**config.mk**
```make
export PLATFORM = sky130hd
export DESIGN_NAME = uart_tx_frame
export DESIGN_NICKNAME = d
export VERILOG_FILES = /design/src/rtl/uart_tx_frame.sv
export SDC_FILE = /design/constraint.sdc
export NUM_CORES = 1
export LEC_CHECK = 0
export ABC_AREA = 1
export CAP_MARGIN = 20
export CORE_MARGIN = 8
export CORE_UTILIZATION = 54
export DETAILED_ROUTE_END_ITERATION = 8
export GPL_TIMING_DRIVEN = 1
export PLACE_DENSITY = 0.87
export SLEW_MARGIN = 20
export SYNTH_ARGS = -nofsm -noshare
export SYNTH_HDL_FRONTEND = slang
export SYNTH_SLANG_ARGS = --single-unit
```
**constraint.sdc**
```tcl
create_clock -name clk -period 2 [get_ports clk]
set_clock_uncertainty 0.05 [all_clocks]
set_input_delay 0.4 -clock clk [delete_from_list [all_inputs] [get_ports clk]]
set_output_delay 0.4 -clock clk [all_outputs]
set_load 0.02 [all_outputs]
```
**src/rtl/uart_tx_frame.sv**
```systemverilog
// uart_tx_frame: UART transmit framer sending start, LSB-first data, optional parity and stop bits.
// Define UART_TX_TWO_STOP_EN to send two stop bits instead of one.
module uart_tx_frame #(
  parameter int DATAWIDTH    = 8,
  parameter int CLKS_PER_BIT = 16
) (
  input  logic                 clk,
  input  logic                 rst,
  input  logic [DATAWIDTH-1:0] dataIn,
  input  logic                 dataValid,
  input  logic                 parityEn,
  input  logic                 parityType,
  output logic                 txOut,
  output logic                 busy,
  output logic                 done
);
  localparam int CW = $clog2(CLKS_PER_BIT);
  localparam int BW = $clog2(DATAWIDTH) + 1;
  typedef enum logic [2:0] {IDLE, START, DATA, PARITY, STOP} state_t;
  state_t               state_q, state_d;
  logic [CW-1:0]        cnt_q, cnt_d;
  logic [BW-1:0]        bit_q, bit_d;
  logic [DATAWIDTH-1:0] shift_q, shift_d;
  logic                 par_q, par_d, pen_q, pen_d;
  logic                 tx_q, tx_d, busy_q, busy_d, done_q, done_d;
  logic                 wrap, last_stop;
  assign wrap  = cnt_q == CW'(CLKS_PER_BIT - 1);
  assign txOut = tx_q;
  assign busy  = busy_q;
  assign done  = done_q;
`ifdef UART_TX_TWO_STOP_EN
  logic stop_q, stop_d;
  assign stop_d    = (state_q == STOP && wrap) ? ~stop_q : stop_q;
  assign last_stop = stop_q;
  always_ff @(posedge clk or negedge rst)
    if (!rst) stop_q <= 1'b0;
    else      stop_q <= stop_d;
`else
  assign last_stop = 1'b1;
`endif
  always_comb begin
    state_d = state_q;
    cnt_d   = cnt_q;
    bit_d   = bit_q;
    shift_d = shift_q;
    par_d   = par_q;
    pen_d   = pen_q;
    busy_d  = busy_q;
    done_d  = 1'b0;
    if (state_q == IDLE) begin
      if (dataValid) begin
        state_d = START;
        cnt_d   = '0;
        bit_d   = '0;
        shift_d = dataIn;
        par_d   = parityType ? ~^dataIn : ^dataIn;
        pen_d   = parityEn;
        busy_d  = 1'b1;
      end
    end else begin
      cnt_d = wrap ? '0 : cnt_q + 1'b1;
      if (wrap) begin
        case (state_q)
          START:  state_d = DATA;
          DATA: begin
            shift_d = shift_q >> 1;
            bit_d   = bit_q + 1'b1;
            if (bit_q == BW'(DATAWIDTH - 1)) state_d = pen_q ? PARITY : STOP;
          end
          PARITY: state_d = STOP;
          default: if (last_stop) begin
            state_d = IDLE;
            busy_d  = 1'b0;
            done_d  = 1'b1;
          end
        endcase
      end
    end
    // line level is registered from the next state so the pin never glitches
    tx_d = state_d == START ? 1'b0 : state_d == DATA ? shift_d[0] : state_d == PARITY ? par_d : 1'b1;
  end
  always_ff @(posedge clk or negedge rst)
    if (!rst) begin
      state_q <= IDLE;
      cnt_q   <= '0;
      bit_q   <= '0;
      shift_q <= '0;
      par_q   <= 1'b0;
      pen_q   <= 1'b0;
      tx_q    <= 1'b1;
      busy_q  <= 1'b0;
      done_q  <= 1'b0;
    end else begin
      state_q <= state_d;
      cnt_q   <= cnt_d;
      bit_q   <= bit_d;
      shift_q <= shift_d;
      par_q   <= par_d;
      pen_q   <= pen_d;
      tx_q    <= tx_d;
      busy_q  <= busy_d;
      done_q  <= done_d;
    end
endmodule

```
-- Word level (Yosys, flattened, before mapping)
Index checks and enable logic that the tools add are counted.
- word-level logic and storage cells: 60
- bits in registers: 24
- input bits: 13
- output and inout port bits: 3
- reductions and logical operators: 9
- add/sub/neg operators: 2
- mux-type cells: 29
- eq/ne operators: 10
- operators with widths (operator ; number):
    two-way mux 8 bit ; 4
    two-way mux 4 bit ; 6
    two-way mux 3 bit ; 5
    two-way mux 1 bit ; 13
    == test 3 x 2 -> 1 bit (second input constant) ; 4
    one-hot mux 3 bit (3 select lines) ; 1
    adder 4 x 1 -> 4 bit (second input constant) ; 2
    XNOR reduction 8 bit ; 1
    parity 8 bit ; 1
    == test 3 x 1 -> 1 bit (second input constant) ; 2
    AND reduction 3 bit ; 2
    == test 4 x 3 -> 1 bit (second input constant) ; 1
    == test 4 bit (second input constant) ; 1
    nonzero test 2 bit ; 2
    zero test 3 bit ; 1
    OR reduction 3 bit ; 1
    inequality test 2 x 1 -> 1 bit (second input constant) ; 1
    inequality test 2 bit (second input constant) ; 1
    AND reduction 2 bit ; 1

-- Logic depth before layout (Yosys ltp)
Gate-level depths: netlist of the first run.
- word-level depth: 9
- mapped depth: 11

-- Least setup slack after synthesis of the first run
No wires, ideal clock.
- path kind: reg2reg
- start: register cnt_q[0]
- end: register tx_q (netlist: txOut)
- data arrival time: 1.320 ns
- stages on the path, launching flop included: 10
- setup slack: 0.562 ns
- buffers on the path: 0
- cell sequence: dfrtp_1 -> ha_1 -> nand3_4 -> nor2_8 -> nand3_2 -> nand2_1 -> nand2_2 -> clkinv_2 -> nand3_2 -> a21oi_2
- longest elaborated chain between the ends: 7
- ends and longest elaborated chain (element ; RTL line ; RTL):
    start: declaration ; 21 ; logic [CW-1:0] cnt_q, cnt_d;
    start signal: assignment ; 95 ; cnt_q <= cnt_d;
    == test 4 bit (*) ; 27 ; assign wrap = cnt_q == CW'(CLKS_PER_BIT - 1);
    two-way mux 3 bit (*) ; 62 ; if (wrap) begin
    two-way mux 3 bit (*) ; 50 ; if (state_q == IDLE) begin
    named net state_d[0] ; 20 ; state_t state_q, state_d;
    == test 3 x 2 -> 1 bit ; 80 ; tx_d = state_d == START ? 1'b0 : state_d == DATA ? shift_d[0] : state_d == PARITY ? par_d : 1'b1;
    two-way mux 1 bit (2 in series) ; 80 ;
    two-way mux 1 bit (*) ; 80 ;
    named net tx_d ; 25 ; logic tx_q, tx_d, busy_q, busy_d, done_q, done_d;
    end signal: assignment ; 100 ; tx_q <= tx_d;
    end: declaration ; 25 ;
The timed path passes the listed nets; every way through them passes the cells marked *. The select of a mux whose other input is x is not followed.
A chain may end at the register's enable or synchronous reset.

-- Worst setup path in the final report of the first run
- start: register tx_q (netlist: txOut)
- end: output txOut
- RTL lines (element ; RTL line ; RTL):
    end: declaration ; 13 ; output logic txOut,
No word-level cell between the ends.

==> results of run 1 <==
==> layer usage <==
metal  up-vias  global-route usage [%]  share of wire, %  wire, um
met2        31                    22.9                48      1340
met1       526                    17.5                45      1250
met4         0                    8.72               2.0        55
met5         -                       0                 0         0
li1        561                       -                 -         -
met3         4                    2.37               4.6       127
==> placed cells by master, fill, tap and decap left out, types with 2 or more instances in the layout <==
master / n
nand3_1: 10
or2_2: 2
nor2_2: 3
nor2_1: 8
inv_2: 7
clkinv_2: 2
nand2_2: 6
a22oi_1: 6
a22o_1: 2
nand3_2: 4
nand2_1: 49
clkbuf_4: 3
inv_1: 15
a21oi_1: 4
ha_1: 2
o21ai_0: 7
a32o_1: 2
xor2_1: 3
clkdlybuf4s50_1: 15
dfrtp_1: 23
==> cell type report <==
class / count / share of cell area [%]
well taps: 30 / 2.37
flip-flops and latches: 24 / 38.0
multi-input cells: 114 / 40.6
clock inverters: 1 / 1.89
inverters: 24 / 5.84
repair buffers: 16 / 9.94
clock buffers: 3 / 1.42
==> metrics by stage <==
step / hold WS [ns] / area [um2] / utilization (%) / worst slack, ns
final: 0.380 / 1590 / 65.8 / 0.105
after global routing: 0.398 / 1590 / 65.8 / 0.0634
after CTS: 0.385 / 1590 / 65.8 / 0.0927
after global placement: 0.417 / 1530 / 63.6 / 0.246
after detailed placement: 0.422 / 1530 / 63.6 / 0.173
after floorplan: 0.0544 / 1340 / - / 0.562
==> cell families (layout without fill, tap and decap cells) <==
kind of cell,count (synthesis),in the layout,share of synthesized area [%]
AO/OA/AOI/OAI,23,23,12.1
adder cells (fa/ha/maj),2,2,1.86
buffers and inverters,25,44,7.27
XOR/XNOR,4,4,2.61
AND/OR/NAND/NOR,85,85,31.3
flip-flops,24,24,44.8
==> power by group <==
part,switching [mW],total [mW],internal [mW]
Clock,0.147,0.350,0.203
Sequential,0.123,0.783,0.661
Combinational,0.418,0.695,0.277
==> flip-flops by register name, summed over array words and instances, names as in the netlist <==
| register | cells |
|---|---|
| bit_q | 4 |
| shift_q | 8 |
| par_q | 1 |
| txOut | 1 |
| state_q | 3 |
| cnt_q | 4 |
| pen_q | 1 |
| busy | 1 |
| done | 1 |
==> worst min-delay path by stage <==
stage	endpoint	slack [ns]	cells past startpoint
3_3_place_gp	shift_q[6]$_DFFE_PN0P_	0.42	2
2_1_floorplan	bit_q[0]$_DFFE_PN0P_	0.05	0
3_5_place_dp	shift_q[6]$_DFFE_PN0P_	0.42	2
6_report	bit_q[2]$_DFFE_PN0P_	0.38	2
5_1_grt	shift_q[1]$_DFFE_PN0P_	0.40	2
4_1_cts	busy$_DFFE_PN0P_	0.38	2
==> results.json, run 1 <==
{
  "crit_chain": "clkdlybuf4s50_1",
  "cts_htree_levels": 1,
  "period_needed_ns": 1.89,
  "die_h_um": 65.9,
  "avgSynthCellArea_um2": 8.24,
  "end_kind": "output port",
  "reg2reg_depth": 11,
  "cp_max_fo": 1,
  "hp-class": "input port to asynchronous set/reset pin",
  "drive_gt1_share_pct": 19.2,
  "area_growth_syn_to_layout_pct": 18.1,
  "rsz0062_at_grt": "false",
  "rrSetupSlack_ns": 0.35,
  "multi_input_area_um2": 643,
  "cp-start-kind": "flop",
  "cts_tree": "yes",
  "viasPerCell": 5.29,
  "setup_viol": 0,
  "fmaxAchievable_ghz": 0.528,
  "path_clk_slew_ns": 0.13,
  "grt_max_degree": 25,
  "dieArea_um2": 4340,
  "synth_cell_types": 26,
  "fin_cells": 212,
  "slowest_stage": "clkdlybuf4s50_1",
  "slowest_delay_ns": 0.60,
  "grt_pass1_wl_mm": 4.94,
  "final_hold_viol_count": 0,
  "cts_setup_buffers": 0,
  "yosysTopAreaCell": "dfrtp_1",
  "yosysSeqAreaShare_pct": 44.8,
  "path_buf_inv": 1,
  "power_density_nw_per_um2": 1150,
  "synth_top_area_share_pct": 42.9,
  "row_count": 18,
  "crit_family": "buffers and inverters",
  "worst_pin_slew_ns": 0.306,
  "dp_hpwl_mm": 2.12,
  "route.detailed.drc": 0,
  "ys_seq_elements": 24,
  "synth_commonest_cells": "49 x nand2_1, 23 x dfrtp_1, 15 x inv_1",
  "cp.required_ns": 1.55,
  "seq_area_um2": 602,
  "wl_per_cell_um": 13.1,
  "dr.first_iter.drc_count": 48,
  "setup.worst_path.end": "txOut",
  "io_pins": 16,
  "fill_cells": 189,
  "grt_pass1_vias": 1166,
  "finalSetupTns_ns": 0,
  "path_depth": 1,
  "clock_path_buffers": 2,
  "synth_warnings": 0,
  "routed_wl_mm": 2.77,
  "cp-startpoint": "txOut$_DFF_PN1_",
  "synth_cells": 163,
  "n_antenna_cell": 0,
  "post_cts_resized": 0,
  "place_inst": 208,
  "slew_headroom_pct": 79.6,
  "max_cap_violations": 0,
  "vdd_drop_max_mv": 0.666,
  "track_usage_pct": 14.3,
  "worstReg2RegEnd": "txOut$_DFF_PN1_",
  "coreArea_um2": 2410,
  "vias": 1122,
  "synth_ff_type": "dfrtp_1",
  "async_reset_ff_share_pct": 100,
  "synth_nets": 178,
  "postCtsHoldBufs": 0,
  "crit_arrival_ns": 1.44,
  "initial_core_util_pct": 55.7,
  "die_x_um": 65.9,
  "dr.pass1.iters": 4,
  "critPathKind": "flop to output port",
  "power_mw": 1.83,
  "cts_sinks": 24,
  "overflow": 0,
  "clk_latency_ns": 0.31,
  "cts_made_buffers": 3,
  "final.period_utilization_pct": 94.7,
  "routabilityCongestion": 0.828,
  "io_buffer_count": 15,
  "synth_edf_count": 0,
  "rr_startpoint": "cnt_q[0]$_DFFE_PN0P_",
  "leakagePower_nw": 0.809,
  "drt.antenna.violating_nets": 0,
  "antenna_found_initial": 0,
  "root_buffer": "clkbuf_4",
  "maxSlewViolCount": 0,
  "syn_area_um2": 1340,
  "synthTopCellsByArea": "dfrtp_1 43%, nand2_1 14%, inv_1 4.2%",
  "yosysMostFrequentCell": "nand2_1",
  "run_status": "completed",
  "finalNetCount": 198
}
No activity file was read; power rests on OpenSTA's default activity.
==> inputs of run 2 (changes only) <==
--- a/config.mk
+++ b/config.mk
@@ -7,11 +7,10 @@
 export LEC_CHECK = 0
 export ABC_AREA = 1
 export CAP_MARGIN = 20
-export CORE_MARGIN = 8
-export CORE_UTILIZATION = 54
+export CORE_UTILIZATION = 58
 export DETAILED_ROUTE_END_ITERATION = 8
 export GPL_TIMING_DRIVEN = 1
-export PLACE_DENSITY = 0.87
+export PLACE_DENSITY = 0.91
 export SLEW_MARGIN = 20
 export SYNTH_ARGS = -nofsm -noshare
 export SYNTH_HDL_FRONTEND = slang
==> constraint.sdc (replaced) <==
create_clock -name clk -period 2.4 [get_ports clk]
set_clock_uncertainty 0.05 [all_clocks]
set_input_delay 0.48 -clock clk [delete_from_list [all_inputs] [get_ports clk]]
set_output_delay 0.48 -clock clk [all_outputs]
set_load 0.02 [all_outputs]
==> run 2 against run 1 <==
Power shrank 20%. Largest cell class unchanged. Critical endpoint unchanged. Sequential share of layout area grew 0.45 points. Clock-buffer cell count grew 1.
==> results.json, run 2 (synthesized netlist as in run 1, its figures left out) <==
{
  "root_buffer": "clkbuf_4",
  "period_needed_ns": 1.97,
  "dpl_cell_area_um2": 1530,
  "hp-class": "input port to asynchronous set/reset pin",
  "whs_ns": 0.451,
  "antenna_found_initial": 0,
  "coreArea_um2": 2190,
  "n_antenna_cell": 0,
  "maxSlewViolCount": 0,
  "drive_gt1_share_pct": 19.2,
  "cp.required_ns": 1.87,
  "slowest_stage": "clkdlybuf4s50_1",
  "p_seq_share_pct": 44.5,
  "rsz0062_at_grt": "false",
  "cts_tree": "yes",
  "crit_family": "buffers and inverters",
  "combPwrFrac_pct": 41.2,
  "fmaxAchievable_ghz": 0.506,
  "wl_per_cell_um": 13.2,
  "p_int_uw": 874,
  "io_pins": 16,
  "overflow": 0,
  "path_buf_inv": 1,
  "setup_viol": 0,
  "end_kind": "output port",
  "dr.first_iter.drc_count": 43,
  "grt_pass1_wl_mm": 4.94,
  "cp-start-kind": "flop",
  "drt.antenna.violating_nets": 0,
  "die_h_um": 50.1,
  "final.period_utilization_pct": 82.3,
  "largest-register": "shift_q",
  "stdcell_area_um2": 1570,
  "vias": 1170,
  "dr.pass1.iters": 4,
  "dieArea_um2": 2510,
  "initial_core_util_pct": 61.3,
  "final_hold_viol_count": 0,
  "cts_made_buffers": 3,
  "top_regs": "shift_q: 8 flops, bit_q: 4 flops, cnt_q: 4 flops",
  "final_cell_mix": "49 x nand2_1, 23 x dfrtp_1, 15 x inv_1, 15 x clkdlybuf4s50_1, 10 x nand3_1",
  "power_density_nw_per_um2": 936,
  "critPathKind": "flop to output port",
  "area_growth_syn_to_layout_pct": 16.7,
  "path_clk_slew_ns": 0.13,
  "row_count": 17,
  "dp_hpwl_mm": 2.10,
  "die_x_um": 50.1,
  "final_core_util_pct": 71.5,
  "vdd_drop_max_mv": 0.551,
  "post_cts_resized": 0,
  "viasPerCell": 5.57,
  "grt_pass1_vias": 1122,
  "crit_arrival_ns": 1.44,
  "largest_reg_flops": 8,
  "crit_chain": "clkdlybuf4s50_1",
  "clock_path_buffers": 2,
  "slew_headroom_pct": 79.6,
  "cts_setup_buffers": 0,
  "leakagePower_nw": 0.802,
  "grt_max_degree": 25,
  "cts_htree_levels": 1,
  "worst_pin_slew_ns": 0.305,
  "clkPwrFrac_pct": 14.3,
  "routabilityCongestion": 0.887,
  "clk_latency_ns": 0.31,
  "p_switching_uw": 592,
  "switching_share_pct": 40.4,
  "routed_wl_mm": 2.77,
  "finalSetupTns_ns": 0,
  "route.detailed.drc": 0,
  "run_status": "completed",
  "track_usage_pct": 26.5,
  "io_buffer_count": 15,
  "mostFrequentLayoutCell": "nand2_1",
  "slowest_delay_ns": 0.59,
  "cts_sinks": 24,
  "finalNetCount": 198,
  "postCtsHoldBufs": 0,
  "cp_max_fo": 1,
  "max_cap_violations": 0
}
==> run 2: power by group through the flow <==
stage | combinational, mW | clock (mW) | sequential (mW)
after floorplan | 0.432 | 0 | 0.648
after CTS | 0.603 | 0.214 | 0.650
after global routing | 0.668 | 0.230 | 0.671
final | 0.604 | 0.210 | 0.652
after global placement | 0.552 | 0 | 0.650
after detailed placement | 0.586 | 0 | 0.657
==> run 2: path summary, 6_finish.rpt <==
| kind | startpoint | depth (start not counted) | slack [ns] | to |
|---|---|---|---|---|
| max in group asynchronous | rst | 2 | 1.56 | txOut$_DFF_PN1_ |
| worst min register to register | shift_q[2]$_DFFE_PN0P_ | 2 | 0.45 | shift_q[2]$_DFFE_PN0P_ |
| worst max-delay path | txOut$_DFF_PN1_ | 1 | 0.43 | txOut |
| worst min-delay path | rst | 2 | 0.45 | bit_q[1]$_DFFE_PN0P_ |
| min in group clk | shift_q[2]$_DFFE_PN0P_ | 2 | 0.45 | shift_q[2]$_DFFE_PN0P_ |
| worst max register to register | cnt_q[0]$_DFFE_PN0P_ | 11 | 0.69 | txOut$_DFF_PN1_ |
==> run 2: metal layers <==
metal | track usage, % | routed length [um]
met5 | 0 | 0
met4 | 13.3 | 69
met3 | 1.85 | 131
met2 | 42.0 | 1350
met1 | 36.4 | 1210
==> run 2: layout make-up <==
cell class	instances	area, um2
inverters	24	92.6
well taps	28	35.0
multi-input cells	114	643
clock buffers	4	36.3
fillers	166	624
repair buffers	16	158
flip-flops and latches	24	602
==> run 2: through the flow <==
stage / worst slack, ns / instances / power (mW)
2_1_floorplan: 0.962 / 163 / 1.08
3_3_place_gp: 0.572 / 206 / 1.20
3_5_place_dp: 0.495 / 206 / 1.24
4_1_cts: 0.413 / 210 / 1.47
5_1_grt: 0.387 / 210 / 1.57
6_report: 0.426 / 210 / 1.47
==> inputs of run 3 (changes only) <==
--- a/config.mk
+++ b/config.mk
@@ -7,10 +7,10 @@
 export LEC_CHECK = 0
 export ABC_AREA = 1
 export CAP_MARGIN = 20
-export CORE_UTILIZATION = 58
+export CORE_UTILIZATION = 49
 export DETAILED_ROUTE_END_ITERATION = 8
 export GPL_TIMING_DRIVEN = 1
-export PLACE_DENSITY = 0.91
+export PLACE_DENSITY = 0.83
 export SLEW_MARGIN = 20
 export SYNTH_ARGS = -nofsm -noshare
 export SYNTH_HDL_FRONTEND = slang
==> constraint.sdc (replaced) <==
create_clock -name clk -period 1.7 [get_ports clk]
set_clock_uncertainty 0.05 [all_clocks]
set_input_delay 0.34 -clock clk [delete_from_list [all_inputs] [get_ports clk]]
set_output_delay 0.34 -clock clk [all_outputs]
set_load 0.02 [all_outputs]
==> run 3 against run 2 <==
First-iteration DRC count shrank 42%. Critical path depth is 7 higher. Worst hold slack worse by 0.14 ns. Utilization is 7.8 points lower. Die area is 18% higher. Sequential power is 42% higher. Non-clock buffer count grew 4. Register-to-register slack worse by 0.59 ns. Power grew 41%.
==> results.json, run 3 (synthesized netlist as in run 1, its figures left out) <==
{
  "run_status": "completed",
  "vias": 1109,
  "cts_made_buffers": 3,
  "crit_family": "flip-flops",
  "p_seq_share_pct": 44.8,
  "fin_cells": 216,
  "wl_per_cell_um": 12.5,
  "met3WireLength_um": 60,
  "cp.required_ns": 1.86,
  "io_buffer_count": 15,
  "top_layer_used": "met4",
  "maxSlewViolCount": 0,
  "final.period_utilization_pct": 94.2,
  "routed_wl_mm": 2.70,
  "clk_latency_ns": 0.32,
  "vdd_drop_max_mv": 0.905,
  "dp_hpwl_mm": 2.14,
  "m1WireLength_mm": 1.22,
  "crit_chain": "ha_2, nand3_4, clkinv_2, nand2_2, nand2_1, buf_4, a21oi_1, nor2_1",
  "grt_pass1_vias": 1064,
  "grt_max_degree": 25,
  "critPathKind": "flop to flop",
  "viasPerCell": 5.13,
  "hp-class": "input port to asynchronous set/reset pin",
  "cts_setup_buffers": 0,
  "period_needed_ns": 1.60,
  "p_int_mw": 1.25,
  "io_pins": 16,
  "leakagePower_nw": 0.840,
  "end_kind": "flop",
  "coreArea_um2": 2520,
  "place_inst": 212,
  "postCtsHoldBufs": 0,
  "switching_share_pct": 39.4,
  "mostFrequentLayoutCell": "nand2_1",
  "cp_max_fo": 4,
  "die_x_um": 54.3,
  "track_usage_pct": 21.2,
  "dieArea_um2": 2950,
  "cts_sinks": 24,
  "cts_tree": "yes",
  "cts_htree_levels": 1,
  "area_growth_syn_to_layout_pct": 19.8,
  "slowest_stage": "dfrtp_1",
  "worst_pin_slew_ns": 0.309,
  "largest-register": "shift_q",
  "rsz0062_at_grt": "false",
  "path_clk_slew_ns": 0.14,
  "antenna_found_initial": 0,
  "n_antenna_cell": 0,
  "route.detailed.drc": 0,
  "crit_arrival_ns": 1.76,
  "fmaxAchievable_ghz": 0.624,
  "clkPwrFrac_pct": 14.8,
  "row_count": 18,
  "largest_reg_flops": 8,
  "setup_viol": 0,
  "slowest_delay_ns": 0.44,
  "power_density_nw_per_um2": 1290,
  "overflow": 0,
  "rr_startpoint": "cnt_q[0]$_DFFE_PN0P_",
  "dr.first_iter.drc_count": 25,
  "drt.antenna.violating_nets": 0,
  "dp_slack_ns": -0.0174,
  "whs_ns": 0.306,
  "finalNetCount": 202,
  "root_buffer": "clkbuf_4",
  "cp-start-kind": "flop",
  "routabilityCongestion": 0.826,
  "drive_gt1_share_pct": 22.0,
  "grt_pass1_wl_mm": 4.44,
  "combPwrFrac_pct": 40.4,
  "final_cell_mix": "49 x nand2_1, 23 x dfrtp_1, 15 x inv_1",
  "clock_path_buffers": 2,
  "max_cap_violations": 0,
  "path_buf_inv": 2,
  "p_switching_uw": 814,
  "wl_met2_mm": 1.40,
  "cp-startpoint": "cnt_q[0]$_DFFE_PN0P_",
  "slew_headroom_pct": 79.4,
  "initial_core_util_pct": 53.2,
  "final_core_util_pct": 63.7,
  "top_regs": "shift_q: 8 flops, bit_q: 4 flops, cnt_q: 4 flops",
  "die_h_um": 54.3,
  "setup_slack_ns": 0.0985,
  "final_hold_viol_count": 0,
  "dr.pass1.iters": 4
}
-- run 3: changes by cell type in the layout (fill, tap and decap cells not counted) --
cell             before  now
buf_4                 1    5
clkdlybuf4s50_1      15   12
dlygate4sd2_1         0    1
dlymetal6s2s_1        0    2
ha_1                  2    1
ha_2                  0    1
nor2_1                8    7
nor2_2                3    4
-- run 3: per-layer routing --
| layer | track usage, % | up-vias |
|---|---|---|
| li1 | - | 568 |
| met3 | 2.50 | 2 |
| met4 | 8.97 | 0 |
| met1 | 26.3 | 520 |
| met2 | 36.8 | 19 |
| met5 | 0 | - |
-- run 3: path summary, 6_finish.rpt --
| path | endpoint | slack (ns) | cells after the start |
|---|---|---|---|
| max | bit_q[2]$_DFFE_PN0P_ | 0.1 | 8 |
| min | cnt_q[3]$_DFFE_PN0P_ | 0.31 | 2 |
| max reg2reg | bit_q[2]$_DFFE_PN0P_ | 0.1 | 8 |
| min reg2reg | shift_q[5]$_DFFE_PN0P_ | 0.46 | 2 |
| max in group asynchronous | txOut$_DFF_PN1_ | 1.01 | 2 |
| min in group clk | shift_q[5]$_DFFE_PN0P_ | 0.46 | 2 |
-- run 3: metrics by stage --
step	area [um2]	TNS, ns	power [mW]
4_1_cts	1600	0	2.07
5_1_grt	1610	0	2.23
2_1_floorplan	1340	0	1.52
3_5_place_dp	1560	-0.0174	1.78
6_report	1610	0	2.07
3_3_place_gp	1560	0	1.72
-- run 3: power by group through the flow --
stage | Combinational, mW | Clock [mW] | Sequential (mW)
after floorplan | 0.610 | 0 | 0.914
after global placement | 0.801 | 0 | 0.921
after detailed placement | 0.848 | 0 | 0.933
after CTS | 0.838 | 0.308 | 0.923
after global routing | 0.945 | 0.338 | 0.946
final | 0.835 | 0.307 | 0.925
-- run 3: area by class of cell --
cell class,instances,area (um2)
inverters,24,92.6
well taps,30,37.5
fillers,219,915
clock buffers,4,36.3
flip-flops and latches,24,602
multi-input cells,114,648
repair buffers,20,191
-- run 3: timing repair --
item	in CTS	in global routing
endpoints found under the hold margin	0	0
setup endpoints to repair	1	4
gates cloned	0	0
gates resized for setup	1	4
